[config.mk]
export PLATFORM = sky130hd
export DESIGN_NAME = onehot_decoder_hold
export DESIGN_NICKNAME = d
export VERILOG_FILES = /design/src/rtl/onehot_decoder_hold.sv
export SDC_FILE = /design/constraint.sdc
export NUM_CORES = 1
export LEC_CHECK = 0
export CAP_MARGIN = 20
export CORE_ASPECT_RATIO = 1.75
export CORE_MARGIN = 2
export CORE_UTILIZATION = 30
export DETAILED_ROUTE_END_ITERATION = 16
export GPL_TIMING_DRIVEN = 0
export HOLD_SLACK_MARGIN = 0.02
export SLEW_MARGIN = 25
export SYNTH_ARGS = -nofsm -noshare
export SYNTH_HDL_FRONTEND = slang
export SYNTH_SLANG_ARGS = --single-unit
export TNS_END_PERCENT = 10
[constraint.sdc]
create_clock -name clk -period 1.6 [get_ports clk]
set_input_delay 0.24 -clock clk [delete_from_list [all_inputs] [get_ports clk]]
set_output_delay 0.24 -clock clk [all_outputs]
set_load 0.05 [all_outputs]
[src/rtl/onehot_decoder_hold.sv]
// Registered 3-to-8 decoder: each accepted code drives its one-hot line for HOLD
// cycles, then a single all-zero gap cycle; a one-entry buffer absorbs a code sent early.
module onehot_decoder_hold #(
  parameter int HOLD = 4,
  parameter int CW   = 3
) (
  input  logic clk,
  input  logic rst,
  input  logic in0,
  input  logic in1,
  input  logic in2,
  input  logic valid,
  output logic ready,
  output logic a,
  output logic b,
  output logic c,
  output logic d,
  output logic e,
  output logic f,
  output logic g,
  output logic h,
  output logic busy,
  output logic done
);

  localparam logic [1:0] S_IDLE  = 2'd0;
  localparam logic [1:0] S_DRIVE = 2'd1;
  localparam logic [1:0] S_GAP   = 2'd2;

  localparam logic [CW-1:0] HOLD_M1 = CW'(HOLD - 1);

  if (HOLD < 1 || HOLD > (1 << CW)) begin : g_hold_check
    $error("onehot_decoder_hold: HOLD must be in 1..2**CW");
  end

  logic [1:0]    r_state;
  logic [2:0]    r_cur;
  logic [2:0]    r_pend;
  logic          r_pend_valid;
  logic [CW-1:0] r_cnt;
  logic [7:0]    r_lines;
  logic          r_done;

  logic [2:0]    w_code;
  logic          w_ready;
  logic          w_accept;
  logic [1:0]    w_state_next;
  logic [2:0]    w_cur_next;
  logic [2:0]    w_pend_next;
  logic          w_pend_valid_next;
  logic [CW-1:0] w_cnt_next;
  logic [7:0]    w_lines_next;

  assign w_code   = {in2, in1, in0};
  // ready depends on registers only, so valid never reaches ready combinationally
  assign w_ready  = (r_state == S_IDLE) || !r_pend_valid;
  assign w_accept = valid && w_ready;

  always_comb begin
    w_state_next      = r_state;
    w_cur_next        = r_cur;
    w_pend_next       = r_pend;
    w_pend_valid_next = r_pend_valid;
    w_cnt_next        = r_cnt;
    case (r_state)
      S_IDLE: begin
        if (w_accept) begin
          w_cur_next   = w_code;
          w_cnt_next   = HOLD_M1;
          w_state_next = S_DRIVE;
        end
      end
      S_DRIVE: begin
        if (r_cnt == '0) begin
          w_state_next = S_GAP;
        end else begin
          w_cnt_next = r_cnt - CW'(1);
        end
        if (w_accept) begin
          w_pend_next       = w_code;
          w_pend_valid_next = 1'b1;
        end
      end
      S_GAP: begin
        if (r_pend_valid) begin
          w_cur_next        = r_pend;
          w_pend_valid_next = 1'b0;
          w_cnt_next        = HOLD_M1;
          w_state_next      = S_DRIVE;
        end else if (w_accept) begin
          w_cur_next   = w_code;
          w_cnt_next   = HOLD_M1;
          w_state_next = S_DRIVE;
        end else begin
          w_state_next = S_IDLE;
        end
      end
      default: begin
        w_state_next = S_IDLE;
      end
    endcase
  end

  // Lines are decoded from the next state so the registered outputs line up with it
  genvar gi;
  for (gi = 0; gi < 8; gi++) begin : g_dec
    assign w_lines_next[gi] = (w_state_next == S_DRIVE) && (w_cur_next == 3'(gi));
  end

  always_ff @(posedge clk) begin
    if (rst) begin
      r_state      <= S_IDLE;
      r_cur        <= 3'd0;
      r_pend       <= 3'd0;
      r_pend_valid <= 1'b0;
      r_cnt        <= '0;
      r_lines      <= 8'h00;
      r_done       <= 1'b0;
    end else begin
      r_state      <= w_state_next;
      r_cur        <= w_cur_next;
      r_pend       <= w_pend_next;
      r_pend_valid <= w_pend_valid_next;
      r_cnt        <= w_cnt_next;
      r_lines      <= w_lines_next;
      r_done       <= (w_state_next == S_GAP);
    end
  end

  assign ready = w_ready;
  assign busy  = (r_state != S_IDLE) || r_pend_valid;
  assign done  = r_done;
  assign a     = r_lines[0];
  assign b     = r_lines[1];
  assign c     = r_lines[2];
  assign d     = r_lines[3];
  assign e     = r_lines[4];
  assign f     = r_lines[5];
  assign g     = r_lines[6];
  assign h     = r_lines[7];

endmodule

After elaboration in Yosys (flattened, before gate mapping)
Index checks and enable logic that the tools add are counted.
{"block": "classes", "add_sub_neg": 1, "n_mul": 0, "div_mod_pow": 0, "n_lt_le_gt_ge": 0, "n_eq_ne": 13, "shift": 0, "mux": 14, "bitwise": 0, "n_reduce_logical": 21}
{"cell": "$mux W3", "count": 5}
{"cell": "$eq A3 B3 Y1 const B", "count": 4}
{"cell": "$logic_and A1 B1 Y1", "count": 9}
{"cell": "$pmux W3 S3", "count": 1}
{"cell": "$eq A3 B2 Y1 const B", "count": 2}
{"cell": "$logic_not A3 Y1", "count": 2}
{"cell": "$pmux W2 S3", "count": 1}
{"cell": "$pmux W3 S2", "count": 1}
{"cell": "$reduce_and A2 Y1", "count": 3}
{"cell": "$eq A2 B1 Y1 const B", "count": 2}
{"cell": "$eq A2 B2 Y1 const B", "count": 2}
{"cell": "$mux W2", "count": 2}
{"cell": "$ne A2 B2 Y1 const B", "count": 2}
{"cell": "$reduce_bool A2 Y1", "count": 2}
{"cell": "$eq A3 B1 Y1 const B", "count": 1}
{"cell": "$mux W1", "count": 3}
{"cell": "$reduce_bool A3 Y1", "count": 1}
{"cell": "$sub A3 B1 Y3 const B", "count": 1}
{"cell": "$logic_not A2 Y1", "count": 1}
{"cell": "$logic_or A1 B1 Y1", "count": 2}
{"cell": "$pmux W1 S2", "count": 1}
{"cell": "$logic_not A1 Y1", "count": 1}
{"block": "totals", "ff_bits": 21, "latchBits": 0, "mem_bits_rw": 0, "mem_bits_ro": 0, "inputBits": 6, "out_inout_bits": 11, "word_cells": 56, "n_memories": 0}

Logic depth before layout (Yosys ltp)
Gate-level depths: netlist of the first run.
{"block": "logic_depth", "depth_word": 8, "mapped_depth": 8}

Worst setup path before layout of the first run
OpenSTA, ideal clock, no wires.
{"block": "synth_path", "path_type": "reg2reg", "startpoint": "register r_state[0]", "endpoint": "register r_pend[0]", "setup_ns": 0.128, "arrival_ns": 1.850, "t_required_ns": 1.472, "setup_slack_ns": -0.377, "stages_incl_launch_ff": 9, "n_path_buf": 2, "synth_period_minus_slack_ns": 1.977, "cell_sequence": "dfxtp_1 inv_1 ha_1 buf_2 nand2b_1 and3_1 clkbuf_1 mux2i_1 nor2_1"}
{"block": "synth_via", "elab_chain_cells": 4}
{"element": "start: declaration", "line": "36", "source": "logic [1:0] r_state;"}
{"element": "start signal: assignment", "line": "120", "source": "r_state <= w_state_next;"}
{"element": "$logic_not A2 Y1", "line": "56", "source": "assign w_ready = (r_state == S_IDLE) || !r_pend_valid;"}
{"element": "$logic_or A1 B1 Y1", "line": "56"}
{"element": "named net ready", "line": "13", "source": "output logic ready,"}
{"element": "$logic_and A1 B1 Y1", "line": "57", "source": "assign w_accept = valid && w_ready;"}
{"element": "$reduce_and A2 Y1 (no source line)"}
{"element": "end signal: assignment", "line": "122", "source": "r_pend <= w_pend_next;"}
{"element": "end: declaration", "line": "38", "source": "logic [2:0] r_pend;"}
The timed path passes the listed nets, and every way through them passes these cells.
A chain may end at the register's enable or synchronous reset.

Worst setup path after layout of the first run
{"block": "layout_path", "startpoint": "register r_state[0]", "endpoint": "register r_lines[4]"}
{"block": "layout_via", "elab_chain_cells": 8}
{"element": "$logic_not A2 Y1", "line": "56, 65"}
{"element": "$logic_or A1 B1 Y1", "line": "56"}
{"element": "$logic_and A1 B1 Y1", "line": "57"}
{"element": "$mux W3 or $mux W1 (tied branches)", "line": "67, 90"}
{"element": "$mux W3 or $mux W1 (tied branches)", "line": "85", "source": "if (r_pend_valid) begin"}
{"element": "$pmux W3 S2 or $pmux W2 S3 (tied branches)", "line": "65", "source": "case (r_state)"}
{"element": "$eq A3 B3 Y1 or $eq A2 B1 Y1 (tied branches)", "line": "107", "source": "assign w_lines_next[gi] = (w_state_next == S_DRIVE) && (w_cur_next == 3'(gi));"}
{"element": "$logic_and A1 B1 Y1 (*)", "line": "107"}
{"element": "end signal: assignment", "line": "125", "source": "r_lines <= w_lines_next;"}
{"element": "end: declaration", "line": "41", "source": "logic [7:0] r_lines;"}
Every way passes the cells marked *; elsewhere a longest branch is shown, timed or not.

==> results_dict.tcl, run 1 <==
set metrics [dict create \
    grt_pass1_vias 839 \
    cts.reportedPaths.clkPinSlew_ns 0.08 \
    criticalPathCategory "reg -> reg" \
    fin_nets 152 \
    tightest_slew_ns 0.515 \
    hold_start "valid" \
    start_util 0.318 \
    drt-initial-drc-count 8 \
    synth.top_cell.area_share 0.416 \
    netlist_area_um2 1010 \
    place_congestion 0.822 \
    whs_ns 0.363 \
    antenna_cells 0 \
    num_rows 27 \
    cts_buffers 3 \
    totalWireLength_mm 2.49 \
    grt_max_degree 14 \
    io_pins 17 \
    yosysMostFrequentCell "dfxtp_1" \
    crit_path_start_kind "register" \
    viasPerCell 4.98 \
    die_w_um 47.9 \
    die_h_um 80.7 \
    cts_tree "done" \
    hold_viol 0 \
    relSlewSlack 0.656 \
    synthDistinctLibCells 35 \
    clock_latency_ns 0.27 \
    power.leakage_nw 0.612 \
    finalCritPeriodShare 1.01 \
    worst_setup_path_end_kind "register" \
    antenna_found_initial 0 \
    synth_warnings 0 \
    grt_overflow 0 \
    cts_root_buf "clkbuf_8" \
    cts_hold_buf 0 \
    status "complete, but fails checks" \
    fin_ws_ns -0.0116 \
    htreeDepth 1 \
    tns_ns -0.0340 \
    rsz0062_at_grt "yes" \
    dpl-instance-area_um2 1230 \
    hp-class "in -> reg" \
    cp_max_fo 7 \
    crit_chain "inv_4 -> ha_4 -> a22oi_2 -> nand3_2 -> o21a_1 -> and3b_1 -> and3_1" \
    drtPass1Iterations 4 \
    wl_per_cell_um 13.7 \
    setup_viol_count_final 4 \
    synth_cells 115 \
    ys_seq_area_frac 0.416 \
    ant_nets 0 \
    num-fill-cells 346 \
    final_area_um2 1410 \
    dp.cells 173 \
    powerDensity_nw_per_um2 1590 \
    ys_async_sr_fraction 0 \
    slowest_stage "dfxtp_4" \
    cts.sinks 21 \
    violations "negative setup slack" \
    num_vias 906 \
    synth_area_per_cell_um2 8.78 \
    drive_gt1_frac 0.317 \
    yosysTopAreaCell "dfxtp_1" \
    ys_top_cells_by_count "dfxtp_1 (21), nor2_1 (13), inv_1 (10)" \
    maxSlewViolCount 0 \
    hpwl_mm 1.71 \
    dp_slack_ns -0.366 \
    ys.flop_type "dfxtp_1" \
    port_buffers 15 \
    power_mw 2.24 \
    crit_start "r_state[0]$_SDFF_PP0_" \
    r2r-start "r_state[0]$_SDFF_PP0_" \
    clock.fmax_mhz 620 \
    synth_edf_count 0 \
    ys_ff_latch 21 \
    core-area_um2 3180 \
    grt_usage 0.136 \
    drc 0 \
    syn-num-nets 127 \
    fin_skew_ns 0.00397 \
    die_area_um2 3860 \
    cp.arrival_ns 1.78 \
    grt_pass1_wl_mm 3.82 \
    period_needed_ns 1.61 \
    synthTopCellsByArea "dfxtp_1 (42%), ha_1 (7.4%), nor2_1 (4.8%)" \
    max_cap_violations 0 \
    finish.utilization 0.445 \
    clockBufferDepth 2 \
    area_delta_synth_final_pct 40.0 \
    peakVddDrop_v 0.000510 \
    required_ns 1.77 \
    final_cells 182 \
    cp_slowest_stage_delay_ns 0.39 \
]
[per-layer routing]
metal / vias to the layer above / wire [um] / global-route usage
met5: - / 0 / 0
met2: 20 / 1410 / 0.224
li1: 447 / - / -
met1: 432 / 936 / 0.150
met4: 0 / 71 / 0.0973
met3: 7 / 75 / 0.0156
[placed cells by master (no fill, tap or decap), types with 2 or more instances in the layout]
cell / instances
nor3_1: 2
mux2i_1: 3
o21ai_2: 3
a21oi_1: 3
dfxtp_2: 2
dfxtp_1: 18
nor2_1: 11
nand2b_1: 2
o21ai_0: 4
nand3_2: 2
dlygate4sd2_1: 9
inv_1: 8
and3_1: 6
a22oi_2: 2
buf_4: 8
clkbuf_8: 3
ha_4: 2
mux2_2: 2
nor3_2: 3
a22oi_1: 2
ha_1: 4
clkdlybuf4s50_1: 4
buf_6: 2
nand2_1: 6
[cell type report]
type / instances / area (um^2) / share of cell area
multi-input combinational: 78 / 629 / 0.445
sequential: 21 / 427 / 0.302
timing repair buffer: 22 / 188 / 0.133
tap: 43 / 53.8 / 0.0381
clock buffer: 3 / 41.3 / 0.0292
inverter: 10 / 40.0 / 0.0283
buffer: 4 / 27.5 / 0.0195
clock inverter: 1 / 7.51 / 0.00531
[critical path: cells and delay by family (launching register included)]
family,cells,cell delay [ns]
AO/OA/AOI/OAI,2,0.42
flip-flops,1,0.39
adder cells (fa/ha/maj),1,0.18
AND/OR/NAND/NOR,3,0.47
buffers and inverters,1,0.05
[cells by family after synthesis]
logic type	after synthesis	share of synthesized area
AO/OA/AOI/OAI	27	0.183
adder cells (fa/ha/maj)	6	0.0743
buffers and inverters	16	0.0694
flip-flops	21	0.416
multiplexers	6	0.0669
AND/OR/NAND/NOR	39	0.190
[state kept, by name, summed over array words and instances (netlist names)]
| name | flops |
|---|---|
| r_pend | 3 |
| r_state | 2 |
| done | 1 |
| r_pend_valid | 1 |
| r_lines | 8 |
| r_cur | 3 |
| r_cnt | 3 |
[what timing repair did]
item                                    in CTS  in global routing
endpoints found under the hold margin        0                  0
gates cloned                                 0                  0
gates resized for setup                     37                 13
buffers inserted                             7                  0
endpoints found under the setup margin      28                 17
pin swaps                                    2                  3
[final timing paths]
check                            to  slack [ns]  cells past startpoint
max           r_lines[4]$_SDFF_PP0_       -0.01                      7
min           r_cnt[1]$_SDFFE_PP0P_        0.36                      3
max reg2reg   r_lines[4]$_SDFF_PP0_       -0.01                      7
min reg2reg  r_pend[0]$_SDFFE_PP0P_        0.49                      2
[report_power, final]
part | leakage (nW) | switching, mW | internal (mW)
clock | 0.0217 | 0.195 | 0.176
sequential | 0.173 | 0.0679 | 0.623
combinational | 0.418 | 0.693 | 0.490
Note: power is estimated with default switching activity, not from simulation.
==> inputs of run 2 (changes only) <==
CORE_MARGIN = default   (was 2)
SKIP_LAST_GASP = 1   (was default)
==> results_dict.tcl, run 2 (same netlist as run 1, synthesis figures left out) <==
set metrics [dict create \
    slowest_stage "clkdlybuf4s50_1" \
    power_mw 2.25 \
    cts_hold_buf 0 \
    grt_pass1_vias 812 \
    core-area_um2 3180 \
    num_vias 915 \
    finish.utilization 0.452 \
    holdPathStages 4 \
    cts_buffers 3 \
    largest_register_ffs 8 \
    max_cap_violations 0 \
    period_needed_ns 1.62 \
    dp_slack_ns -0.355 \
    num_rows 27 \
    clockBufferDepth 2 \
    grt_overflow 0 \
    crit_path_start_kind "register" \
    start_util 0.318 \
    dp.cells 173 \
    power.leakage_nw 0.576 \
    fin_nets 153 \
    peakVddDrop_v 0.000520 \
    layout_commonest_cell "dfxtp_1" \
    cts_tree "done" \
    fin_skew_ns 0.000873 \
    cts.reportedPaths.clkPinSlew_ns 0.08 \
    viasPerCell 5.00 \
    grt_pass1_wl_mm 3.69 \
    use_met3 0.0136 \
    port_buffers 15 \
    cp_max_fo 1 \
    whs_ns 0.342 \
    clock.fmax_mhz 616 \
    worst_setup_path_end_kind "output pin" \
    die_area_um2 3610 \
    drc 0 \
    criticalPathCategory "reg -> out" \
    hp-class "in -> reg" \
    cp_top_family "buffers and inverters" \
    rsz0062_at_grt "yes" \
    drive_gt1_frac 0.321 \
    hold_viol 0 \
    status "complete, but fails checks" \
    htreeDepth 1 \
    dpl-instance-area_um2 1230 \
    wl_per_cell_um 13.3 \
    grt_usage 0.138 \
    drtPass1Iterations 4 \
    ant_nets 0 \
    die_w_um 45.9 \
    cp_slowest_stage_delay_ns 0.80 \
    switching_share 0.413 \
    use_met1 0.150 \
    combPwrFrac 0.533 \
    clock_latency_ns 0.26 \
    num-fill-cells 338 \
    grt_max_degree 14 \
    cp.arrival_ns 1.38 \
    top_usage_layer "met2" \
    maxSlewViolCount 0 \
    finalCritPeriodShare 1.01 \
    p_sw_mw 0.928 \
    internal_power_mw 1.32 \
    antenna_found_initial 0 \
    p_seq_frac 0.306 \
    place_congestion 0.858 \
    power_frac_clock 0.161 \
    tightest_slew_ns 0.526 \
    critical_path_depth 1 \
    drt-initial-drc-count 27 \
    relSlewSlack 0.649 \
    fin_ws_ns -0.0224 \
    setup_viol_count_final 9 \
    cts.sinks 21 \
    cts_root_buf "clkbuf_8" \
    final_cell_mix "dfxtp_1 (18), clkdlybuf4s50_1 (12), nor2_1 (11), inv_1 (8), buf_4 (7)" \
    ff2ff_path_depth 8 \
    required_ns 1.36 \
    regMostFlops "r_lines" \
    tns_ns -0.0961 \
    hpwl_mm 1.66 \
    violations "negative setup slack" \
    totalWireLength_mm 2.44 \
    die_h_um 78.7 \
    critical_path_buf_inv_count 1 \
    io_pins 17 \
    final_area_um2 1440 \
    final_cells 183 \
    area_delta_synth_final_pct 42.3 \
    gr-usage-met2 0.241 \
    crit_chain "clkdlybuf4s50_1" \
    antenna_cells 0 \
    powerDensity_nw_per_um2 1560 \
]
-- run 2: path summary, 6_finish.rpt --
| path | start | slack [ns] | endpoint |
|---|---|---|---|
| worst min register to register | r_cnt[2]$_SDFFE_PP0P_ | 0.49 | r_cnt[2]$_SDFFE_PP0P_ |
| worst max-delay path | r_lines[1]$_SDFF_PP0_ | -0.02 | b |
| worst max register to register | r_state[1]$_SDFF_PP0_ | -0.02 | r_lines[4]$_SDFF_PP0_ |
| worst min-delay path | valid | 0.34 | done$_SDFF_PP0_ |
-- run 2: layout make-up --
cell class	count	area, um^2	share of cell area
Buffer	4	31.3	0.0218
Clock buffer	3	41.3	0.0287
Clock inverter	1	7.51	0.00523
Inverter	10	40.0	0.0279
Multi-Input combinational cell	78	623	0.434
Sequential cell	21	427	0.297
Tap cell	43	53.8	0.0375
Timing Repair Buffer	23	213	0.148
-- run 2: routing by layer --
layer  part of all wire  vias up
met1               0.37      436
li1                   -      447
met3              0.026       10
met5                  0        -
met4              0.041        0
met2               0.56       22
-- run 2: power by group through the flow --
stage               clock network (mW)  registers (mW)  logic, mW
global route                     0.389           0.700       1.29
CTS                              0.372           0.686       1.04
global placement                     0           0.675      0.909
detailed placement                   0           0.679      0.934
floorplan                            0           0.757      0.617
finish                           0.362           0.688       1.20
-- run 2: repair_timing --
item | 4_1_cts | 5_1_grt
gates resized for setup | 21 | 21
buffers inserted | 4 | 4
pin swaps | 4 | 6
endpoints found under the setup margin | 28 | 23
==> inputs of run 3 (changes only) <==
HOLD_SLACK_MARGIN = 0.03   (was 0.02)
TNS_END_PERCENT = 100   (was 10)
==> results_dict.tcl, run 3 (same netlist as run 1, synthesis figures left out) <==
set metrics [dict create \
    setup_viol_count_final 0 \
    grt_pass1_wl_mm 3.71 \
    status "completed" \
    grt_overflow 0 \
    viasPerCell 4.94 \
    die_h_um 78.7 \
    power_mw 2.18 \
    hp-class "in -> reg" \
    fin_skew_ns 0.00349 \
    ant_nets 0 \
    r2r-start "r_state[1]$_SDFF_PP0_" \
    hold_viol 0 \
    core-area_um2 3180 \
    peakVddDrop_v 0.000695 \
    port_buffers 15 \
    dpl-instance-area_um2 1230 \
    drive_gt1_frac 0.326 \
    num_rows 27 \
    grt_pass1_vias 913 \
    layout_commonest_cell "dfxtp_1" \
    max_cap_violations 0 \
    fin_nets 151 \
    cp_max_fo 8 \
    final_area_um2 1430 \
    worst_setup_path_end_kind "register" \
    crit_path_start_kind "register" \
    drc 0 \
    rr_endpoint "r_lines[6]$_SDFF_PP0_" \
    criticalPathCategory "reg -> reg" \
    tns_ns 0 \
    clock_latency_ns 0.25 \
    r2r_slack_ns 0.007 \
    ff2ff_path_depth 7 \
    period_needed_ns 1.59 \
    wl_per_cell_um 12.4 \
    cts_root_buf "clkbuf_8" \
    finalCritPeriodShare 0.995 \
    final_cell_mix "dfxtp_1 (18), nor2_1 (11), inv_1 (8), nand2_1 (6), buf_4 (6)" \
    antenna_found_initial 0 \
    area_delta_synth_final_pct 41.5 \
    maxSlewViolCount 0 \
    die_area_um2 3610 \
    drtPass1Iterations 4 \
    clock.fmax_mhz 628 \
    place_congestion 0.812 \
    grt_max_degree 12 \
    relSlewSlack 0.641 \
    powerDensity_nw_per_um2 1530 \
    rsz0062_at_grt "yes" \
    hpwl_mm 1.67 \
    drt-initial-drc-count 17 \
    crit_end "r_lines[6]$_SDFF_PP0_" \
    largest_register_ffs 8 \
    start_util 0.318 \
    power.leakage_nw 0.651 \
    cts_buffers 3 \
    totalWireLength_mm 2.25 \
    cts_tree "done" \
    whs_ns 0.352 \
    regMostFlops "r_lines" \
    cts.reportedPaths.clkPinSlew_ns 0.07 \
    die_w_um 45.9 \
    clockBufferDepth 2 \
    num_vias 895 \
    grt_usage 0.134 \
    tightest_slew_ns 0.538 \
    hold_start "valid" \
    cts.sinks 21 \
    cp.arrival_ns 1.75 \
    htreeDepth 1 \
    crit_start "r_state[1]$_SDFF_PP0_" \
    io_pins 17 \
    antenna_cells 0 \
    required_ns 1.75 \
]
-- run 3: cell type report --
type	count	area (um^2)
fillers	327	1750
multi-input cells	78	637
flip-flops and latches	21	429
repair buffers	21	195
well taps	43	53.8
clock buffers	4	45.0
inverters	10	37.5
plain buffers	4	31.3
-- run 3: stage by stage --
step | cells | setup slack, ns | util
global placement | 173 | -0.367 | 0.388
global route | 181 | -0.0530 | 0.450
CTS | 180 | 0.000225 | 0.425
floorplan | 115 | 0.0151 | -
finish | 181 | 0.00744 | 0.450
detailed placement | 173 | -0.369 | 0.388
-- run 3: repair_timing --
item / 4_1_cts / 5_1_grt
gates resized for setup: 29 / 23
buffers inserted: 5 / 1
setup endpoints to repair: 22 / 19
hold buffers: 0 / 0
pin swaps: 4 / 5
-- run 3: critical path, cell delays in order (launching register included) --
cell and delay (ns):
dfxtp_4 0.36, buf_6 0.11, ha_4 0.18, a22oi_2 0.13
nand3_2 0.10, o21a_1 0.23, and3b_2 0.23, and3_4 0.15
-- run 3: metal layers --
layer,global-route usage,part of all wire,up-vias,wire [um]
met5,0,0,-,0
met3,0.0182,0.023,7,52
met2,0.237,0.57,18,1270
met4,0.0941,0.037,0,84
met1,0.133,0.37,422,838
li1,-,-,448,-
-- run 3: power by group --
group	switching (mW)	internal [mW]
Clock	0.158	0.177
Sequential	0.0612	0.624
Combinational	0.672	0.487
-- run 3: worst min path at each step --
stage / end / slack (ns) / cells past startpoint
floorplan: r_state[1]$_SDFF_PP0_ / 0.32 / 1
global route: done$_SDFF_PP0_ / 0.36 / 4
detailed placement: r_cnt[2]$_SDFFE_PP0P_ / 0.48 / 1
finish: done$_SDFF_PP0_ / 0.35 / 4
CTS: done$_SDFF_PP0_ / 0.35 / 4
global placement: r_pend[0]$_SDFFE_PP0P_ / 0.47 / 2
